--- src/rtl/fifo_pkg.sv ---
// rtl/fifo_pkg.sv - shared types and helpers for the synchronous FIFO
package fifo_pkg;

    typedef enum logic {
        STD  = 1'b0,
        FWFT = 1'b1
    } read_mode_e;

    function automatic int cnt_width(input int depth);
        return $clog2(depth) + 1;
    endfunction

endpackage

--- src/rtl/fifo_ram.sv ---
// rtl/fifo_ram.sv - WIDTH x DEPTH storage, one synchronous write port, one async read port
module fifo_ram #(
    parameter int DEPTH = 16,
    parameter int WIDTH = 32
) (
    input  logic                     clk,
    input  logic                     we,
    input  logic [$clog2(DEPTH)-1:0] waddr,
    input  logic [WIDTH-1:0]         wdata,
    input  logic [$clog2(DEPTH)-1:0] raddr,
    output logic [WIDTH-1:0]         rdata
);

    // Contents are deliberately left unreset; occupancy tracking decides what is valid.
    logic [WIDTH-1:0] mem [DEPTH];

    always_ff @(posedge clk) begin
        if (we) begin
            mem[waddr] <= wdata;
        end
    end

    assign rdata = mem[raddr];

endmodule

--- src/rtl/fifo_sync_fwft.sv ---
// rtl/fifo_sync_fwft.sv - single-clock FIFO with standard or first-word-fall-through read
module fifo_sync_fwft
    import fifo_pkg::*;
#(
    parameter int         DEPTH             = 16,
    parameter int         WIDTH             = 32,
    parameter read_mode_e READ_MODE         = STD,
    parameter int         PROG_FULL_THRESH  = 12,
    parameter int         PROG_EMPTY_THRESH = 4
) (
    input  logic                     wr_clk,
    input  logic                     rst,
    input  logic                     wr_en,
    input  logic [WIDTH-1:0]         din,
    output logic                     full,
    output logic                     almost_full,
    output logic                     prog_full,
    output logic                     wr_ack,
    output logic                     overflow,
    input  logic                     rd_en,
    output logic [WIDTH-1:0]         dout,
    output logic                     empty,
    output logic                     almost_empty,
    output logic                     prog_empty,
    output logic                     data_valid,
    output logic                     underflow,
    output logic [$clog2(DEPTH):0]   data_count
);

    localparam int AW = $clog2(DEPTH);
    localparam int CW = cnt_width(DEPTH);

    localparam logic [CW-1:0] CNT_FULL   = CW'(DEPTH);
    localparam logic [CW-1:0] CNT_AFULL  = CW'(DEPTH - 1);
    localparam logic [CW-1:0] CNT_ONE    = CW'(1);
    localparam logic [CW-1:0] CNT_PFULL  = CW'(PROG_FULL_THRESH);
    localparam logic [CW-1:0] CNT_PEMPTY = CW'(PROG_EMPTY_THRESH);

    if (DEPTH < 4 || (DEPTH & (DEPTH - 1)) != 0) begin : g_bad_depth
        $fatal(1, "fifo_sync_fwft: DEPTH must be a power of two >= 4");
    end
    if (WIDTH < 1) begin : g_bad_width
        $fatal(1, "fifo_sync_fwft: WIDTH must be >= 1");
    end
    if (PROG_FULL_THRESH < 1 || PROG_FULL_THRESH > DEPTH) begin : g_bad_pfull
        $fatal(1, "fifo_sync_fwft: PROG_FULL_THRESH out of range 1..DEPTH");
    end
    if (PROG_EMPTY_THRESH < 0 || PROG_EMPTY_THRESH > DEPTH - 1) begin : g_bad_pempty
        $fatal(1, "fifo_sync_fwft: PROG_EMPTY_THRESH out of range 0..DEPTH-1");
    end

    logic [AW-1:0]    wr_ptr;
    logic [AW-1:0]    rd_ptr;
    logic [CW-1:0]    count;
    logic [WIDTH-1:0] ram_rdata;
    logic [WIDTH-1:0] dout_q;
    logic             valid_q;
    logic             wr_acc;
    logic             rd_acc;

    // Accept decisions use the registered flags only, so a same-cycle read never
    // frees room for a write when full, nor a write feeds a read when empty.
    assign wr_acc = wr_en && !full  && !rst;
    assign rd_acc = rd_en && !empty && !rst;

    fifo_ram #(
        .DEPTH (DEPTH),
        .WIDTH (WIDTH)
    ) u_ram (
        .clk   (wr_clk),
        .we    (wr_acc),
        .waddr (wr_ptr),
        .wdata (din),
        .raddr (rd_ptr),
        .rdata (ram_rdata)
    );

    always_ff @(posedge wr_clk) begin
        if (rst) begin
            wr_ptr    <= '0;
            rd_ptr    <= '0;
            count     <= '0;
            wr_ack    <= 1'b0;
            overflow  <= 1'b0;
            underflow <= 1'b0;
            dout_q    <= '0;
            valid_q   <= 1'b0;
        end else begin
            if (wr_acc) begin
                wr_ptr <= wr_ptr + 1'b1;
            end
            if (rd_acc) begin
                rd_ptr <= rd_ptr + 1'b1;
                dout_q <= ram_rdata;
            end
            case ({wr_acc, rd_acc})
                2'b10:   count <= count + 1'b1;
                2'b01:   count <= count - 1'b1;
                default: count <= count;
            endcase
            wr_ack    <= wr_acc;
            overflow  <= wr_en && full;
            underflow <= rd_en && empty;
            valid_q   <= rd_acc;
        end
    end

    assign data_count   = count;
    assign full         = (count == CNT_FULL);
    assign almost_full  = (count == CNT_AFULL);
    assign prog_full    = (count >= CNT_PFULL);
    assign empty        = (count == '0);
    assign almost_empty = (count == CNT_ONE);
    assign prog_empty   = (count <= CNT_PEMPTY);

    // FWFT shows the head straight from the array; it reads as zero while empty.
    assign dout       = (READ_MODE == FWFT) ? (empty ? '0 : ram_rdata) : dout_q;
    assign data_valid = (READ_MODE == FWFT) ? !empty : valid_q;

endmodule

--- config.mk ---
export PLATFORM = sky130hd
export DESIGN_NAME = fifo_sync_fwft
export DESIGN_NICKNAME = d
export VERILOG_FILES = /design/src/rtl/fifo_pkg.sv /design/src/rtl/fifo_ram.sv /design/src/rtl/fifo_sync_fwft.sv
export SDC_FILE = /design/constraint.sdc
export NUM_CORES = 1
export LEC_CHECK = 0
export ABC_AREA = 1
export BUFFER_PORTS_ARGS = -buffer_cell sky130_fd_sc_hd__clkbuf_2
export CAP_MARGIN = 5
export CORE_ASPECT_RATIO = 1.25
export CORE_MARGIN = 2
export CORE_UTILIZATION = 30
export CTS_CLUSTER_SIZE = 14
export DETAILED_ROUTE_END_ITERATION = 10
export PLACE_DENSITY = 0.54
export SLEW_MARGIN = 40
export SYNTH_ARGS = -nofsm -noshare
export SYNTH_HDL_FRONTEND = slang
export SYNTH_SLANG_ARGS = --single-unit
--- constraint.sdc ---
create_clock -name wr_clk -period 7.5 [get_ports wr_clk]
set_input_delay 0 -clock wr_clk [delete_from_list [all_inputs] [get_ports wr_clk]]
set_output_delay 0 -clock wr_clk [all_outputs]
set_load 0.05 [all_outputs]
==> results.yml, run 1 <==
yosys:
  syn_inst: 2198
  synth_compound_area_frac: 0.00608
  syn_area_um2: 23500
  synth-edff-count: 512
  synth_most_common_cell: "nand2_1"
  ys_warn_count: 0
  synth_top_cells_by_count: "nand2_1, edfxtp_1, nand3_1, inv_1, buf_2"
  syn_nets: 2245
  synthXorXnorAreaFrac: 0.00112
  synth_top_area_frac: 0.655
  synth_top_family_by_area: "simple AND/OR/NAND/NOR gates"
  ys_top_cells_by_area: "edfxtp_1, nand2_1, nand3_1, dfxtp_1, inv_1"
  synthArstFlopShare: 0
  yosys.area_share.simple: 0.221
  synth_seq_area_share: 0.697
  postSynthAreaPerCell_um2: 10.7
  synth.area.mux_share: 0
  ys.flop_type: "edfxtp_1"
  synthAdderAreaFrac: 0.00586
  synth_top_area_cell: "edfxtp_1"
  synth.distinct_cells: 26
  ys_ff_latch: 561
worst_setup_path:
  path_max_fanout: 39
  cp-end-kind: "flop"
  critPathArrivalTime_ps: 3790
  crit_required_ps: 7980
  critPathLaunchType: "flop"
  path_class: "reg2reg"
power:
  p_switching_mw: 1.73
  p_comb_frac: 0.101
  p_clk_frac: 0.399
  pwr-share-seq: 0.500
  vdd_drop_max_uv: 164
  switching_share: 0.246
  power_density_nw_per_um2: 260
  internal_power_mw: 5.29
  leakage_nw: 10.8
grt:
  grt_max_degree: 101
  grt_pass1_vias: 15305
  grt_usage: 0.157
  antenna_found_initial: 3
  grt_pass1_wl_um: 95200
  grt.overflow.total: 0
finish:
  fillers: 7634
  drive_above_1_share: 0.0932
  fin_nets: 2332
  fin_area_um2: 27000
  syn_to_final_growth_pct: 15.0
place:
  dp_hpwl_um: 31500
  dpl_cell_area_um2: 24800
  place.gp.congestion: 0.774
  numPortBuffers: 82
sta:
  skew_ps: 27.2
  rsz0062_at_grt: "no"
  drv_slew: 0
  fmax_ghz: 0.302
  tns_ps: 0
  tightestPinTransition_ps: 839
  post-route-period-util: 0.442
  finalHoldViolCount: 0
  max_slew_margin: 0.440
  min_period_ps: 3310
  final-setup-viol-count: 0
floorplanning:
  die_area_um2: 80500
  core_area_um2: 77500
  io_pins: 83
  die_y_um: 317
  initial_core_util: 0.303
  die_w_um: 254
  rows: 114
clock_network:
  cts_buffer_depth: 3
  cts_made_buffers: 55
  cts_tree: "yes"
  holdBufCountCts: 36
  cts-resized-gates: 0
  cts_root_buffer: "clkbuf_16"
  cts_max_level: 2
  clk_latency_ps: 610
  post_cts.repair.setup_buffers: 0
  clock-sinks: 561
  path_clk_slew_ps: 60
route:
  drt-initial-drc-count: 1415
  routed_via_density: 4.60
  drt-total-wl_um: 63000
  drcViolationCount: 0
  vias: 15531
  dr.pass1.iters: 5
  wl_per_cell_um: 18.7
  ant_nets: 0
job:
  cap_viol_max_count: 0
worst_hold_path:
  hold_path_class: "in2reg"
run_status:
  status: "finished, final reports clean"
==> metal layers <==
| layer | wire length, um | vias to the layer above | GRT usage |
|---|---|---|---|
| li1 | - | 7434 | - |
| met1 | 26900 | 7545 | 0.205 |
| met2 | 31000 | 432 | 0.269 |
| met3 | 3240 | 118 | 0.0214 |
| met4 | 1880 | 2 | 0.0500 |
| met5 | 13 | - | 0 |
==> area by class of cell <==
cell class,count,area [um^2],share of cell area
timing repair buffer,148,1040,0.0386
tap,1044,1310,0.0484
multi-input combinational,1295,5620,0.208
clock inverter,28,334,0.0124
antenna,2,5.00,0.000185
inverter,224,853,0.0316
clock buffer,73,1470,0.0546
sequential,561,16400,0.606
==> worst paths after layout <==
check / from / endpoint / slack, ps / cells past startpoint
max: data_count[1] / data_count[3] / 4190 / 14
min: wr_en / overflow / 240 / 4
max reg2reg: data_count[1] / data_count[3] / 4190 / 14
min reg2reg: dout[26] / dout[26] / 520 / 2
==> cells in the final DEF, fill, tap and decap left out, drive strengths merged <==
master	netlist	routed
ha	11	11
nor3	1	1
clkbuf	17	155
and3	1	1
clkinvlp	0	1
nand2	849	849
xor2	3	3
dfxtp	49	49
inv	222	224
bufinv	0	8
buf	101	30
edfxtp	512	512
diode	0	2
o21ai	11	11
o31ai	1	1
a21oi	16	16
dlygate4sd3	0	36
nand3	379	379
nor2	23	23
clkinv	2	19
==> power by group through the flow <==
| stage | Clock [mW] | Combinational, mW | Sequential (mW) |
|---|---|---|---|
| 2_1_floorplan | 0 | 0.407 | 3.67 |
| 3_3_place_gp | 0 | 0.667 | 3.59 |
| 3_5_place_dp | 0 | 0.694 | 3.58 |
| 4_1_cts | 2.86 | 0.714 | 3.51 |
| 5_1_grt | 2.98 | 0.784 | 3.52 |
| 6_report | 2.80 | 0.706 | 3.51 |
==> flip-flops by register name (all words and copies together), names as in the netlist <==
signal,flops
u_ram.mem,512
dout,32
data_count,5
rd_ptr,4
wr_ptr,4
data_valid,1
overflow,1
underflow,1
wr_ack,1
==> worst max-delay path, stage by stage, from the launching register on <==
cell     delay [ps]
dfxtp_1         340
inv_1           150
ha_1            220
nand3_2         110
nand2_2          80
buf_4           490
inv_2           440
buf_4           350
ha_1            420
inv_1           100
nand2_1          60
a21oi_1         170
nand2_1          80
nand2_1          70
nor2_1           60
==> per-stage QoR <==
stage	cells	setup WS (ps)	power, mW	utilization	hold slack [ps]
after floorplan	2198	4110	4.07	-	98.9
after global placement	3234	4200	4.26	0.320	252
after detailed placement	3236	4220	4.27	0.321	246
after CTS	3373	4200	7.09	0.349	213
after global routing	3375	3990	7.28	0.349	233
final	3375	4190	7.02	0.349	236
==> logic make-up after synthesis <==
group                    after synthesis
AO/OA/AOI/OAI                         28
XOR/XNOR                               3
adder cells (fa/ha/maj)               11
buffers and inverters                342
flip-flops                           561
AND/OR/NAND/NOR                     1253
(Power assumes the default switching activity.)
==> inputs of run 2 (changes only) <==
clock period = 3.4 ns   (was 7.5 ns; I/O delays follow)
==> run 2 against run 1 <==
Compared with the run above: critical path depth decreased by 6; non-clock buffer count is 6 higher; clock skew fell by 10 ps; clock power is 130% higher; cell area grew 0.94%; sequential cell count unchanged.
==> results.yml, run 2 (synthesis gave the netlist of run 1 again) <==
floorplanning:
  rows: 114
  die_y_um: 317
  die_area_um2: 80500
  io_pins: 83
  core_area_um2: 77500
  initial_core_util: 0.303
  die_w_um: 254
grt:
  grt.overflow.total: 0
  grt_pass1_vias: 15130
  grt_pass1_wl_um: 93400
  grt_usage: 0.153
  grt_max_degree: 187
  antenna_found_initial: 3
worst_setup_path:
  critPathLaunchType: "flop"
  critPathArrivalTime_ps: 2950
  r2r-start: "data_count[0]"
  ff2ff_setup_slack_ps: 750
  worst_r2r_path_depth: 8
  crit_required_ps: 3700
  path_class: "reg2reg"
  worstReg2RegEnd: "u_ram.mem[4][14]"
  path_max_fanout: 19
  cp-end-kind: "flop"
sta:
  min_period_ps: 2650
  fmax_ghz: 0.378
  max_slew_margin: 0.483
  worst_hold_slack_ps: 25.7
  tns_ps: 0
  rsz0062_at_grt: "no"
  post-route-period-util: 0.778
  final-setup-viol-count: 0
  skew_ps: 17.0
  drv_slew: 0
  finalHoldViolCount: 0
  tightestPinTransition_ps: 775
finish:
  fillers: 7605
  fin_nets: 2338
  syn_to_final_growth_pct: 16.1
  largest_reg_flops: 512
  diodes: 0
  drive_above_1_share: 0.101
  regMostFlops: "u_ram.mem"
  final_cell_mix: "nand2_1, edfxtp_1, nand3_1"
  finalNonFillerCells: 3381
  mostFrequentLayoutCell: "nand2_1"
power:
  internal_power_mw: 11.9
  vdd_drop_max_uv: 354
  p_comb_frac: 0.104
  p_switching_mw: 3.91
  p_clk_frac: 0.407
  pwr-share-seq: 0.489
  power_density_nw_per_um2: 578
  leakage_nw: 10.9
  switching_share: 0.248
route:
  drt-total-wl_um: 61600
  drt-initial-drc-count: 1426
  routed_via_density: 4.56
  drcViolationCount: 0
  dr.pass1.iters: 8
  vias: 15432
  ant_nets: 0
  wl_per_cell_um: 18.2
clock_network:
  cts_made_buffers: 55
  cts_tree: "yes"
  path_clk_slew_ps: 60
  clock-sinks: 561
  cts_root_buffer: "clkbuf_16"
  clk_latency_ps: 590
  cts-resized-gates: 0
  cts_buffer_depth: 3
  cts_max_level: 2
worst_hold_path:
  hold_path_end: "u_ram.mem[3][8]"
  hold_path_class: "in2reg"
  whs_path_depth: 1
  hold_start: "din[8]"
job:
  cap_viol_max_count: 0
run_status:
  status: "finished, final reports clean"
place:
  place.gp.congestion: 0.846
  numPortBuffers: 82
  dp_hpwl_um: 37200
  placed_cells: 3244
==> run 2: cell count changes in the layout (fill, tap and decap cells not counted), moves of 3 or more <==
cell	delta
clkinvlp_4	+3
clkbuf_1	-8
buf_12	+10
dlygate4sd3_1	-3
buf_6	-5
buf_4	+3
==> run 2: metrics by stage <==
step           cell area [um^2]  power, mW  setup slack (ps)   util
6_report                  27300       15.8               753  0.352
4_1_cts                   27200       15.9               718  0.352
2_1_floorplan             23500       8.98              8.06      -
3_3_place_gp              25000       9.47               740  0.323
5_1_grt                   27300       16.3               534  0.352
3_5_place_dp              25000       9.49               721  0.323
==> run 2: final cells by class <==
cell class	instances	area [um^2]	share of cell area
Clock buffer	67	1490	0.0548
Clock inverter	36	414	0.0152
Inverter	224	848	0.0311
Multi-Input combinational cell	1295	5620	0.206
Sequential cell	561	16400	0.600
Tap cell	1044	1310	0.0479
Timing Repair Buffer	154	1210	0.0443
==> run 2: what timing repair did <==
action,CTS,global route
hold endpoints to repair,466,0
setup buffers,0,0
hold buffers,33,0
==> run 2: how the worst max path moves through the flow <==
stage                              from                to
after CTS                 data_count[0]  u_ram.mem[4][14]
after detailed placement  data_count[0]  u_ram.mem[4][29]
after floorplan           data_count[0]   u_ram.mem[0][0]
final                     data_count[0]  u_ram.mem[4][14]
after global placement    data_count[0]  u_ram.mem[4][29]
after global routing      data_count[0]  u_ram.mem[4][14]
==> run 2: power groups by stage <==
stage	clock network [mW]	logic, mW	registers [mW]
5_1_grt	6.79	1.83	7.72
6_report	6.42	1.64	7.71
4_1_cts	6.56	1.67	7.71
2_1_floorplan	0	0.897	8.09
3_5_place_dp	0	1.63	7.86
3_3_place_gp	0	1.62	7.85
==> run 2: critical path: stages, from the launching register on <==
cell and delay [ps]:
dfxtp_1 400, inv_1 120, ha_1 240, nand3_1 140, nand3_2 200, inv_1 190, nand2_1 270, nor2_4 540
buf_12 240
==> run 2: per-layer routing <==
metal | up-vias | track usage | share of wire
met2 | 403 | 0.264 | 0.50
met5 | - | 0 | 0.00021
met4 | 2 | 0.0449 | 0.023
met1 | 7486 | 0.201 | 0.43
met3 | 99 | 0.0202 | 0.047
li1 | 7442 | - | -
